## src/rtl/rv32i_load_store_unit_if.sv

```systemverilog
// Load/store unit bus bundle: datapath request/response, stall flag and the
// data-memory request channel. The slave modport is the unit itself; the
// master modport is the surrounding datapath plus data memory.
interface rv32i_load_store_unit_if;
  // Datapath request
  logic        req_valid;
  logic        req_ready;
  logic        req_write;
  logic [2:0]  req_funct3;
  logic [31:0] req_addr;
  logic [31:0] req_wdata;
  // Response back to write-back
  logic        resp_valid;
  logic [31:0] resp_rdata;
  logic [1:0]  resp_fault;
  logic        busy;
  // Data-memory channel
  logic        mem_req;
  logic        mem_we;
  logic [31:0] mem_addr;
  logic [3:0]  mem_be;
  logic [31:0] mem_wdata;
  logic        mem_ack;
  logic [31:0] mem_rdata;

  modport slave (
    input  req_valid, req_write, req_funct3, req_addr, req_wdata,
    input  mem_ack, mem_rdata,
    output req_ready, resp_valid, resp_rdata, resp_fault, busy,
    output mem_req, mem_we, mem_addr, mem_be, mem_wdata
  );

  modport master (
    output req_valid, req_write, req_funct3, req_addr, req_wdata,
    output mem_ack, mem_rdata,
    input  req_ready, resp_valid, resp_rdata, resp_fault, busy,
    input  mem_req, mem_we, mem_addr, mem_be, mem_wdata
  );
endinterface

```

## src/rtl/rv32i_load_store_unit.sv

```systemverilog
// RV32I load/store unit. Accepts one load or store at a time from the
// datapath, screens it for illegal funct3 and misalignment, issues a single
// word-aligned data-memory request with byte enables, waits for the ack (or
// times out) and returns one response strobe with extended load data.
module rv32i_load_store_unit #(
  parameter int ACK_TIMEOUT = 255   // memory-wait cycles before timeout, 1..255
) (
  input logic                    clock,
  input logic                    reset,
  rv32i_load_store_unit_if.slave lsu
);

  localparam logic [7:0] TIMEOUT_LAST = 8'(ACK_TIMEOUT - 1);

  localparam logic [1:0] FAULT_OK        = 2'b00;
  localparam logic [1:0] FAULT_MISALIGN  = 2'b01;
  localparam logic [1:0] FAULT_TIMEOUT   = 2'b10;
  localparam logic [1:0] FAULT_ILLEGAL   = 2'b11;

  typedef enum logic [1:0] {
    IDLE = 2'b00,
    MEM  = 2'b01,
    RESP = 2'b10
  } state_t;

  state_t      r_state;
  logic [2:0]  r_funct3;
  logic [1:0]  r_lane;        // low address bits select the load byte lane
  logic        r_write;
  logic [7:0]  r_cnt;         // MEM cycles seen without an ack
  logic        r_mem_req;
  logic        r_mem_we;
  logic [31:0] r_mem_addr;
  logic [3:0]  r_mem_be;
  logic [31:0] r_mem_wdata;
  logic        r_resp_valid;
  logic [31:0] r_resp_rdata;
  logic [1:0]  r_resp_fault;

  logic        w_accept;
  logic        w_illegal;
  logic        w_misaligned;
  logic [3:0]  w_be;
  logic [31:0] w_wdata;
  logic [7:0]  w_byte;
  logic [15:0] w_half;
  logic [31:0] w_load_data;
  logic        w_timeout;

  assign w_accept  = lsu.req_valid && (r_state == IDLE);
  assign w_timeout = (r_cnt == TIMEOUT_LAST);

  // Legal encodings: loads LB/LH/LW/LBU/LHU, stores SB/SH/SW only.
  always_comb begin
    w_illegal = 1'b1;
    case (lsu.req_funct3)
      3'b000, 3'b001, 3'b010: w_illegal = 1'b0;
      3'b100, 3'b101:         w_illegal = lsu.req_write;
      default:                w_illegal = 1'b1;
    endcase
  end

  // Halfwords need an even address, words a multiple of four.
  always_comb begin
    w_misaligned = 1'b0;
    case (lsu.req_funct3[1:0])
      2'b01:   w_misaligned = lsu.req_addr[0];
      2'b10:   w_misaligned = (lsu.req_addr[1:0] != 2'b00);
      default: w_misaligned = 1'b0;
    endcase
  end

  // Byte enables and lane-replicated store data; loads always read the full word.
  always_comb begin
    w_be    = 4'b1111;
    w_wdata = lsu.req_wdata;
    if (lsu.req_write) begin
      case (lsu.req_funct3[1:0])
        2'b00: begin
          w_be    = 4'b0001 << lsu.req_addr[1:0];
          w_wdata = {4{lsu.req_wdata[7:0]}};
        end
        2'b01: begin
          w_be    = lsu.req_addr[1] ? 4'b1100 : 4'b0011;
          w_wdata = {2{lsu.req_wdata[15:0]}};
        end
        default: begin
          w_be    = 4'b1111;
          w_wdata = lsu.req_wdata;
        end
      endcase
    end
  end

  // Pick the addressed lane out of the returned word and extend it.
  always_comb begin
    case (r_lane)
      2'b00:   w_byte = lsu.mem_rdata[7:0];
      2'b01:   w_byte = lsu.mem_rdata[15:8];
      2'b10:   w_byte = lsu.mem_rdata[23:16];
      default: w_byte = lsu.mem_rdata[31:24];
    endcase
    w_half = r_lane[1] ? lsu.mem_rdata[31:16] : lsu.mem_rdata[15:0];
    case (r_funct3)
      3'b000:  w_load_data = {{24{w_byte[7]}}, w_byte};
      3'b001:  w_load_data = {{16{w_half[15]}}, w_half};
      3'b100:  w_load_data = {24'd0, w_byte};
      3'b101:  w_load_data = {16'd0, w_half};
      default: w_load_data = lsu.mem_rdata;
    endcase
  end

  // Transaction FSM with all bus and response outputs registered.
  always_ff @(posedge clock) begin
    if (reset) begin
      r_state      <= IDLE;
      r_funct3     <= 3'd0;
      r_lane       <= 2'd0;
      r_write      <= 1'b0;
      r_cnt        <= 8'd0;
      r_mem_req    <= 1'b0;
      r_mem_we     <= 1'b0;
      r_mem_addr   <= 32'd0;
      r_mem_be     <= 4'd0;
      r_mem_wdata  <= 32'd0;
      r_resp_valid <= 1'b0;
      r_resp_rdata <= 32'd0;
      r_resp_fault <= FAULT_OK;
    end else begin
      case (r_state)
        IDLE: begin
          if (w_accept) begin
            r_funct3 <= lsu.req_funct3;
            r_lane   <= lsu.req_addr[1:0];
            r_write  <= lsu.req_write;
            r_cnt    <= 8'd0;
            if (w_illegal || w_misaligned) begin
              // Faulted at accept: answer next cycle without touching memory.
              r_resp_valid <= 1'b1;
              r_resp_rdata <= 32'd0;
              r_resp_fault <= w_illegal ? FAULT_ILLEGAL : FAULT_MISALIGN;
              r_state      <= RESP;
            end else begin
              r_mem_req   <= 1'b1;
              r_mem_we    <= lsu.req_write;
              r_mem_addr  <= {lsu.req_addr[31:2], 2'b00};
              r_mem_be    <= w_be;
              r_mem_wdata <= w_wdata;
              r_state     <= MEM;
            end
          end
        end
        MEM: begin
          // An ack on the final allowed cycle still completes normally.
          if (lsu.mem_ack) begin
            r_mem_req    <= 1'b0;
            r_resp_valid <= 1'b1;
            r_resp_rdata <= r_write ? 32'd0 : w_load_data;
            r_resp_fault <= FAULT_OK;
            r_state      <= RESP;
          end else if (w_timeout) begin
            r_mem_req    <= 1'b0;
            r_resp_valid <= 1'b1;
            r_resp_rdata <= 32'd0;
            r_resp_fault <= FAULT_TIMEOUT;
            r_state      <= RESP;
          end else begin
            r_cnt <= r_cnt + 8'd1;
          end
        end
        RESP: begin
          // Single-cycle strobe; response fields return to zero with it.
          r_resp_valid <= 1'b0;
          r_resp_rdata <= 32'd0;
          r_resp_fault <= FAULT_OK;
          r_state      <= IDLE;
        end
        default: begin
          r_state <= IDLE;
        end
      endcase
    end
  end

  assign lsu.req_ready  = (r_state == IDLE);
  assign lsu.busy       = (r_state != IDLE);
  assign lsu.resp_valid = r_resp_valid;
  assign lsu.resp_rdata = r_resp_rdata;
  assign lsu.resp_fault = r_resp_fault;
  assign lsu.mem_req    = r_mem_req;
  assign lsu.mem_we     = r_mem_we;
  assign lsu.mem_addr   = r_mem_addr;
  assign lsu.mem_be     = r_mem_be;
  assign lsu.mem_wdata  = r_mem_wdata;

endmodule

```

## src/flat_wrapper.sv

```systemverilog
// flat-port wrapper written by rule: the top's interface ports become plain ports
module rv32i_load_store_unit_flat 
#(
  parameter int ACK_TIMEOUT = 255                                               
)
  (clock, reset, lsu_req_valid, lsu_req_write, lsu_req_funct3, lsu_req_addr, lsu_req_wdata, lsu_mem_ack, lsu_mem_rdata, lsu_req_ready, lsu_resp_valid, lsu_resp_rdata, lsu_resp_fault, lsu_busy, lsu_mem_req, lsu_mem_we, lsu_mem_addr, lsu_mem_be, lsu_mem_wdata);
  rv32i_load_store_unit_if lsu_i ();
  input logic clock;
  input logic reset;
  input wire logic [$bits(lsu_i.req_valid)-1:0] lsu_req_valid;
  input wire logic [$bits(lsu_i.req_write)-1:0] lsu_req_write;
  input wire logic [$bits(lsu_i.req_funct3)-1:0] lsu_req_funct3;
  input wire logic [$bits(lsu_i.req_addr)-1:0] lsu_req_addr;
  input wire logic [$bits(lsu_i.req_wdata)-1:0] lsu_req_wdata;
  input wire logic [$bits(lsu_i.mem_ack)-1:0] lsu_mem_ack;
  input wire logic [$bits(lsu_i.mem_rdata)-1:0] lsu_mem_rdata;
  output wire logic [$bits(lsu_i.req_ready)-1:0] lsu_req_ready;
  output wire logic [$bits(lsu_i.resp_valid)-1:0] lsu_resp_valid;
  output wire logic [$bits(lsu_i.resp_rdata)-1:0] lsu_resp_rdata;
  output wire logic [$bits(lsu_i.resp_fault)-1:0] lsu_resp_fault;
  output wire logic [$bits(lsu_i.busy)-1:0] lsu_busy;
  output wire logic [$bits(lsu_i.mem_req)-1:0] lsu_mem_req;
  output wire logic [$bits(lsu_i.mem_we)-1:0] lsu_mem_we;
  output wire logic [$bits(lsu_i.mem_addr)-1:0] lsu_mem_addr;
  output wire logic [$bits(lsu_i.mem_be)-1:0] lsu_mem_be;
  output wire logic [$bits(lsu_i.mem_wdata)-1:0] lsu_mem_wdata;
  assign lsu_i.req_valid = lsu_req_valid;
  assign lsu_i.req_write = lsu_req_write;
  assign lsu_i.req_funct3 = lsu_req_funct3;
  assign lsu_i.req_addr = lsu_req_addr;
  assign lsu_i.req_wdata = lsu_req_wdata;
  assign lsu_i.mem_ack = lsu_mem_ack;
  assign lsu_i.mem_rdata = lsu_mem_rdata;
  assign lsu_req_ready = lsu_i.req_ready;
  assign lsu_resp_valid = lsu_i.resp_valid;
  assign lsu_resp_rdata = lsu_i.resp_rdata;
  assign lsu_resp_fault = lsu_i.resp_fault;
  assign lsu_busy = lsu_i.busy;
  assign lsu_mem_req = lsu_i.mem_req;
  assign lsu_mem_we = lsu_i.mem_we;
  assign lsu_mem_addr = lsu_i.mem_addr;
  assign lsu_mem_be = lsu_i.mem_be;
  assign lsu_mem_wdata = lsu_i.mem_wdata;
  rv32i_load_store_unit #(.ACK_TIMEOUT(ACK_TIMEOUT)) u_core (.clock(clock), .reset(reset), .lsu(lsu_i));
endmodule
```

## config.mk

```make
export PLATFORM = sky130hd
export DESIGN_NAME = rv32i_load_store_unit_flat
export DESIGN_NICKNAME = d
export VERILOG_FILES = /design/src/rtl/rv32i_load_store_unit_if.sv /design/src/rtl/rv32i_load_store_unit.sv /design/src/flat_wrapper.sv
export SDC_FILE = /design/constraint.sdc
export NUM_CORES = 1
export LEC_CHECK = 0
export ABC_AREA = 1
export CAP_MARGIN = 10
export CORE_UTILIZATION = 36
export CTS_BUF_LIST = sky130_fd_sc_hd__clkbuf_16
export CTS_CLUSTER_SIZE = 40
export DETAILED_ROUTE_END_ITERATION = 10
export GPL_TIMING_DRIVEN = 0
export PLACE_DENSITY = 0.71
export SLEW_MARGIN = 20
export SYNTH_ARGS = -nofsm -noshare
export SYNTH_HDL_FRONTEND = slang
export SYNTH_SLANG_ARGS = --single-unit
```

## constraint.sdc

```tcl
create_clock -name clock -period 2.2 [get_ports clock]
set_clock_uncertainty 0.05 [all_clocks]
set_input_delay 0.44 -clock clock [delete_from_list [all_inputs] [get_ports clock]]
set_output_delay 0.44 -clock clock [all_outputs]
set_load 0.005 [all_outputs]
```

==> metrics.txt, run 1 <==
status finished clean; number of flops mapped to enable cells by yosys 0; DRC viols 0; placed cell areas a little over 8000 um2; initial core utilization ~37%; CTS clk-pin slew, worst paths roughly 0.05 ns; first-pass GRT wire length roughly 31000 um; PD cells ~800 nW/um2; crit share post-route between 90% and 100%; Finish-stage setup viols 0; placed cells approximately 1200; core area 15310 um2; Overflow after GRT 0; CP startpoint kind primary input; htree depth 4; Rel. slew slack 55.22%; Syn. warnings 0; Non-Filler Instances between 1000 and 1500; Yosys top cell area share 41.74%; CTS tree yes; area leader, netlist dfxtp_1; PortBufs roughly 210; Wirelength per Cell about 16 um; Max Freq around 480 MHz; pre-CTS WS -0.4716 ns; largest cells by area after synthesis dfxtp_1, nor2_1, o21ai_0; Min-Delay Path Class in -> reg; GRT Util Overall between 20% and 30%; FP Rows 45; final worst-path setup slack approximately 0.1 ns; Placer Congestion roughly 0.9; Period minus WS final about 2.1 ns; Async SR Flop Fraction 0%; IO Pins ~210; vias in the first global route 6146; Die W 127.9 um; hold_ws a little over 0.2 ns; die area 16360 um2; CP max FO 10; Seq cells post-synth roughly 120; DR pass1 iterations 6; antenna violations before repair 1; antenna viol nets, final 0; Area Growth Syn to Fin 52.30%; cts bufs inserted 17; n_diodes 0; LEAKAGE 3.620 nW; nets ~1100; ys flop type dfxtp_1; finished layout cell area ~8700 um2; routed wire length approximately 20000 um; via/cell ratio around 5.0; Clk Latency, worst-skew pair between 0.4 and 0.5 ns; Crit. End Element register; Slew @ Worst Pin approximately 0.67 ns; Vias 6215; worst setup path category in -> reg; hold buffer count at CTS 0; number of clock sinks ~120; Req. time, crit path 2.46 ns; Yosys cell types 34; Die Y ~130 um; VDD IR-drop max around 0.52 mV; Clock Tree Buf Depth 2; clk root buf clkbuf_16; Final Slew Violations 0; mapped cell area between 5000 and 6000 um2; final hold vios 0; share of cells above drive strength 1 between 10% and 20%; Setup TNS Final 0 ns; Avg Synthesized Cell Area about 7 um2; DP HPWL around 15000 um; WP data arrival 2.36 ns; sequential-to-total area share from yosys stat 41.74%; largest net degree at the start of global routing 17; Detailed Route Iter0 Violations 422; MaxCap Viol Count 0; Syn Inst Count between 800 and 900
## repair_timing
action / in CTS / in global routing
buffers inserted: 0 / 1
gates resized for setup: 5 / 18
pin swaps: 0 / 2
endpoints found under the setup margin: 5 / 77
## sequential cells by signal, indices dropped and copies added (netlist names)
signal and count:
u_core.lsu.mem_wdata 32, u_core.lsu.resp_rdata 32, u_core.lsu.mem_addr 30, u_core.r_cnt 8, u_core.lsu.mem_be 4, u_core.r_funct3 3, u_core.lsu.resp_fault 2, u_core.r_lane 2
u_core.r_state 2, u_core.lsu.mem_req 1, u_core.lsu.mem_we 1, u_core.lsu.resp_valid 1, u_core.r_write 1
## power by group
part / internal (mW) / total [mW] / switching (mW)
combinational: 0.803 / 1.65 / 0.846
sequential: 2.35 / 2.46 / 0.107
clock: 1.85 / 2.83 / 0.976
## through the flow
step                total power, mW  util (%)
finish                        6.936     56.76
floorplan                     3.306         -
global route                  7.266     56.76
CTS                           6.962     56.46
detailed placement            4.119     52.55
global placement              4.109     52.55
## final timing paths
path                                  start                         to  slack [ns]  depth (start not counted)
setup / recovery          lsu_req_funct3[0]   u_core.lsu.resp_fault[0]         0.1                         12
hold / removal                        reset  u_core.lsu.resp_rdata[30]        0.21                          2
setup reg to reg          u_core.r_state[1]  u_core.lsu.resp_rdata[27]        0.27                          9
hold reg to reg   u_core.lsu.resp_rdata[30]  u_core.lsu.resp_rdata[30]        0.41                          2
## critical path: stages
cell and delay [ns]:
clkdlybuf4s50_1 0.50, inv_1 0.08, ha_1 0.22, nor2_2 0.20, a21boi_2 0.12, nand3_2 0.20
inv_2 0.07, nor2_4 0.17, buf_6 0.17, nand2_1 0.08, nand2_1 0.06, nor2_1 0.04
## logic make-up (layout without fill, tap and decap cells)
group | count (synthesis) | count (layout) | share of synthesized area [%]
other | 1 | 2 | 0.06570
xor gates and xnor gates | 2 | 2 | 0.3069
AOI/OAI and AO/OA | 191 | 191 | 17.93
and+or+nand+nor | 385 | 385 | 29.40
buffers and inverters | 97 | 335 | 8.812
DFF | 119 | 119 | 41.74
adders and majority gates | 8 | 8 | 1.754
## Yosys cell counts (5+ instances only)
cell	n
a21oi_1	56
buf_2	9
buf_6	12
clkbuf_1	19
dfxtp_1	119
ha_1	8
inv_1	39
inv_2	9
nand2_1	111
nand2_2	6
nand3_1	28
nand3_2	5
nand4_1	18
nor2_1	196
nor2_4	5
nor3_1	6
o211a_1	8
o21ai_0	108
o21ai_1	6
o22ai_1	8
## layer usage
layer / global-route usage (%) / part of all wire (%) / up-vias
met5: 0 / 0.082 / -
met4: 7.128 / 1.7 / 2
met3: 10.64 / 11 / 28
met2: 40.73 / 45 / 275
met1: 28.84 / 42 / 2811
li1: - / - / 3099
## layout make-up
| cell class | count | area [um2] |
|---|---|---|
| well taps | 211 | 264.0 |
| plain buffers | 49 | 331.6 |
| inverters | 48 | 180.2 |
| multi-input cells | 588 | 2864 |
| repair buffers | 208 | 2081 |
| fillers | 1491 | 6621 |
| clock buffers | 17 | 425.4 |
| flip-flops and latches | 119 | 2382 |
| clock inverters | 13 | 165.2 |
## placed cells by master (no fill, tap or decap), types with 3 or more instances in the layout
cell type / instances
nand3_1: 27
a21oi_1: 56
nor2_2: 6
dfxtp_1: 119
clkbuf_1: 16
ha_1: 5
buf_2: 8
clkbuf_16: 17
nor2_4: 5
inv_2: 10
nor3_1: 6
o22ai_1: 8
o21ai_0: 108
buf_6: 12
o211a_1: 8
nand3_2: 6
bufinv_16: 4
nand2_2: 6
clkinv_2: 3
nand4_1: 18
buf_4: 5
or2_2: 3
inv_1: 40
nand2_4: 4
clkdlybuf4s50_1: 205
nor2_1: 190
o21ai_1: 6
nand2_1: 111
clkbuf_2: 4
(Power assumes the default switching activity.)
==> inputs of run 2 (changes only) <==
CORE_MARGIN = 4   (was not set)
==> metrics.txt, run 2 (same netlist as run 1, synthesis figures left out) <==
status finished clean; Clk Latency, worst-skew pair 0.42 ns (about the same); Die W 133.9 um (+4.7%); DR pass1 iterations 5 (-1); Overflow after GRT 0 (unchanged); LEAKAGE 3.629 nW (+0.24%); n_diodes 0 (unchanged); critical path, cell by cell inv_1, ha_4, inv_2, clkdlybuf4s50_1; worst-case reg-to-reg path depth 9 (unchanged); Finish-stage setup viols 0 (unchanged); die area 17930 um2 (+9.6%); routed wire length 19890 um (+1.9%); Wirelength per Cell 15.85 um (+1.7%); number of clock sinks 119 (unchanged); WP buf/inv 3 (-1); IO Pins 211 (unchanged); Crit-path slowest cell clkdlybuf4s50_1; GRT Util Overall 22.05% (-2.6 points); antenna viol nets, final 0 (unchanged); Crit. End Element output pin; crit share post-route 96.64% (+1.2 points); WP data arrival 1.64 ns (-0.72 ns); Int Pwr 5.147 mW (+2.8%); DP HPWL 15210 um (+2.9%); initial core utilization 37.13% (-0.14 points); Die Y 133.9 um (+4.7%); Vias 6191 (-0.39%); CTS clk-pin slew, worst paths 0.05 ns (about the same); largest net degree at the start of global routing 17 (unchanged); Final Slew Violations 0 (unchanged); Period minus WS final 2.126 ns (+0.02544 ns); Worst path depth 4 (-8); core area 15370 um2 (+0.37%); hold depth 2 (unchanged); VDD IR-drop max 0.6090 mV (+17%); clk root buf clkbuf_16; htree depth 4 (unchanged); Reg power frac 34.6% (-0.8 points); Min-Delay Path Class in -> reg; P_sw 1.954 mW (+1.4%); PD cells 812.2 nW/um2 (+1.8%); commonest non-fill, non-tap cell in the layout clkdlybuf4s50_1; final hold vios 0 (unchanged); cts bufs inserted 17 (unchanged); combinational share of power 23.4% (-0.4 points); Detailed Route Iter0 Violations 355 (-16%); Rel. slew slack 53.72% (-1.5 points); Slew @ Worst Pin 0.6942 ns (+0.02243 ns); FP Rows 45 (unchanged); clock share of power 42.0% (+1.2 points); crit-path max cell delay 0.51 ns (about the same); fin util 56.88% (+0.12 points); cell family with most CP delay buffers and inverters; Req. time, crit path 1.71 ns (-0.75 ns); Design Power 7.101 mW (+2.4%); PortBufs 207 (unchanged); CP startpoint kind register; final worst-path setup slack 0.07386 ns (-0.02544 ns); CTS tree yes; antenna violations before repair 0 (-1); Area Growth Syn to Fin 53.18%; Sw Share 27.52% (-0.28 points); most frequent cells in the layout clkdlybuf4s50_1, nor2_1, dfxtp_1; Max Freq 470.3 MHz (-1.2%); pre-CTS WS -0.4732 ns (-0.001589 ns); CP max FO 6 (-4); via/cell ratio 4.933 (-0.54%); placed cells 1222 (unchanged); Clock Tree Buf Depth 2 (unchanged); hold buffer count at CTS 0 (unchanged); worst setup path category reg -> out; nets 1143 (unchanged); share of cells above drive strength 1 10.44% (+0.27 points); first-pass GRT wire length 31290 um (+0.71%); Placer Congestion 0.9184 (+2.0%); vias in the first global route 6007 (-2.3%); Non-Filler Instances 1255 (+0.16%); MaxCap Viol Count 0 (unchanged); hold_ws 0.1995 ns (-0.005586 ns); DRC viols 0 (unchanged)
-- run 2: area by class of cell --
| cell class | instances | area [um2] |
|---|---|---|
| sequential | 119 | 2384 |
| tap | 211 | 264.0 |
| inverter | 48 | 180.2 |
| clock buffer | 17 | 425.4 |
| fill | 1436 | 6628 |
| buffer | 48 | 329.1 |
| timing repair buffer | 209 | 2090 |
| multi-input combinational | 588 | 2861 |
| clock inverter | 15 | 210.2 |
-- run 2: stage by stage --
step	TNS, ns	area (um2)
final	0	8743
after global routing	-0.1059	8743
after detailed placement	-34.15	8048
after CTS	0	8703
after floorplan	0	5712
after global placement	-31.99	8048
-- run 2: final timing paths --
kind | start | endpoint | slack (ns)
worst max register to register | u_core.r_state[1] | u_core.lsu.resp_rdata[5] | 0.19
worst min-delay path | reset | u_core.lsu.mem_req | 0.20
worst max-delay path | u_core.r_state[1] | lsu_busy | 0.07
worst min register to register | u_core.lsu.mem_req | u_core.lsu.mem_req | 0.41
-- run 2: metal layers --
layer	wire length, um	share of wire, %	vias to the layer above	GRT usage [%]
li1	-	-	3090	-
met2	9010	45	273	35.23
met4	265	1.3	0	6.743
met1	8315	42	2807	26.96
met5	0	0	-	0
met3	2300	12	21	9.527
-- run 2: power by group through the flow --
stage	registers (mW)	clock network (mW)	logic, mW
floorplan	2.50	0	0.807
global placement	2.49	0	1.62
detailed placement	2.50	0	1.63
CTS	2.46	3.04	1.65
global route	2.48	3.12	1.83
finish	2.46	2.98	1.66
-- run 2: what timing repair did --
item                                    CTS  global route
gates resized for setup                   5            19
pin swaps                                 2             2
endpoints found under the setup margin    4            93
setup buffers                             0             2
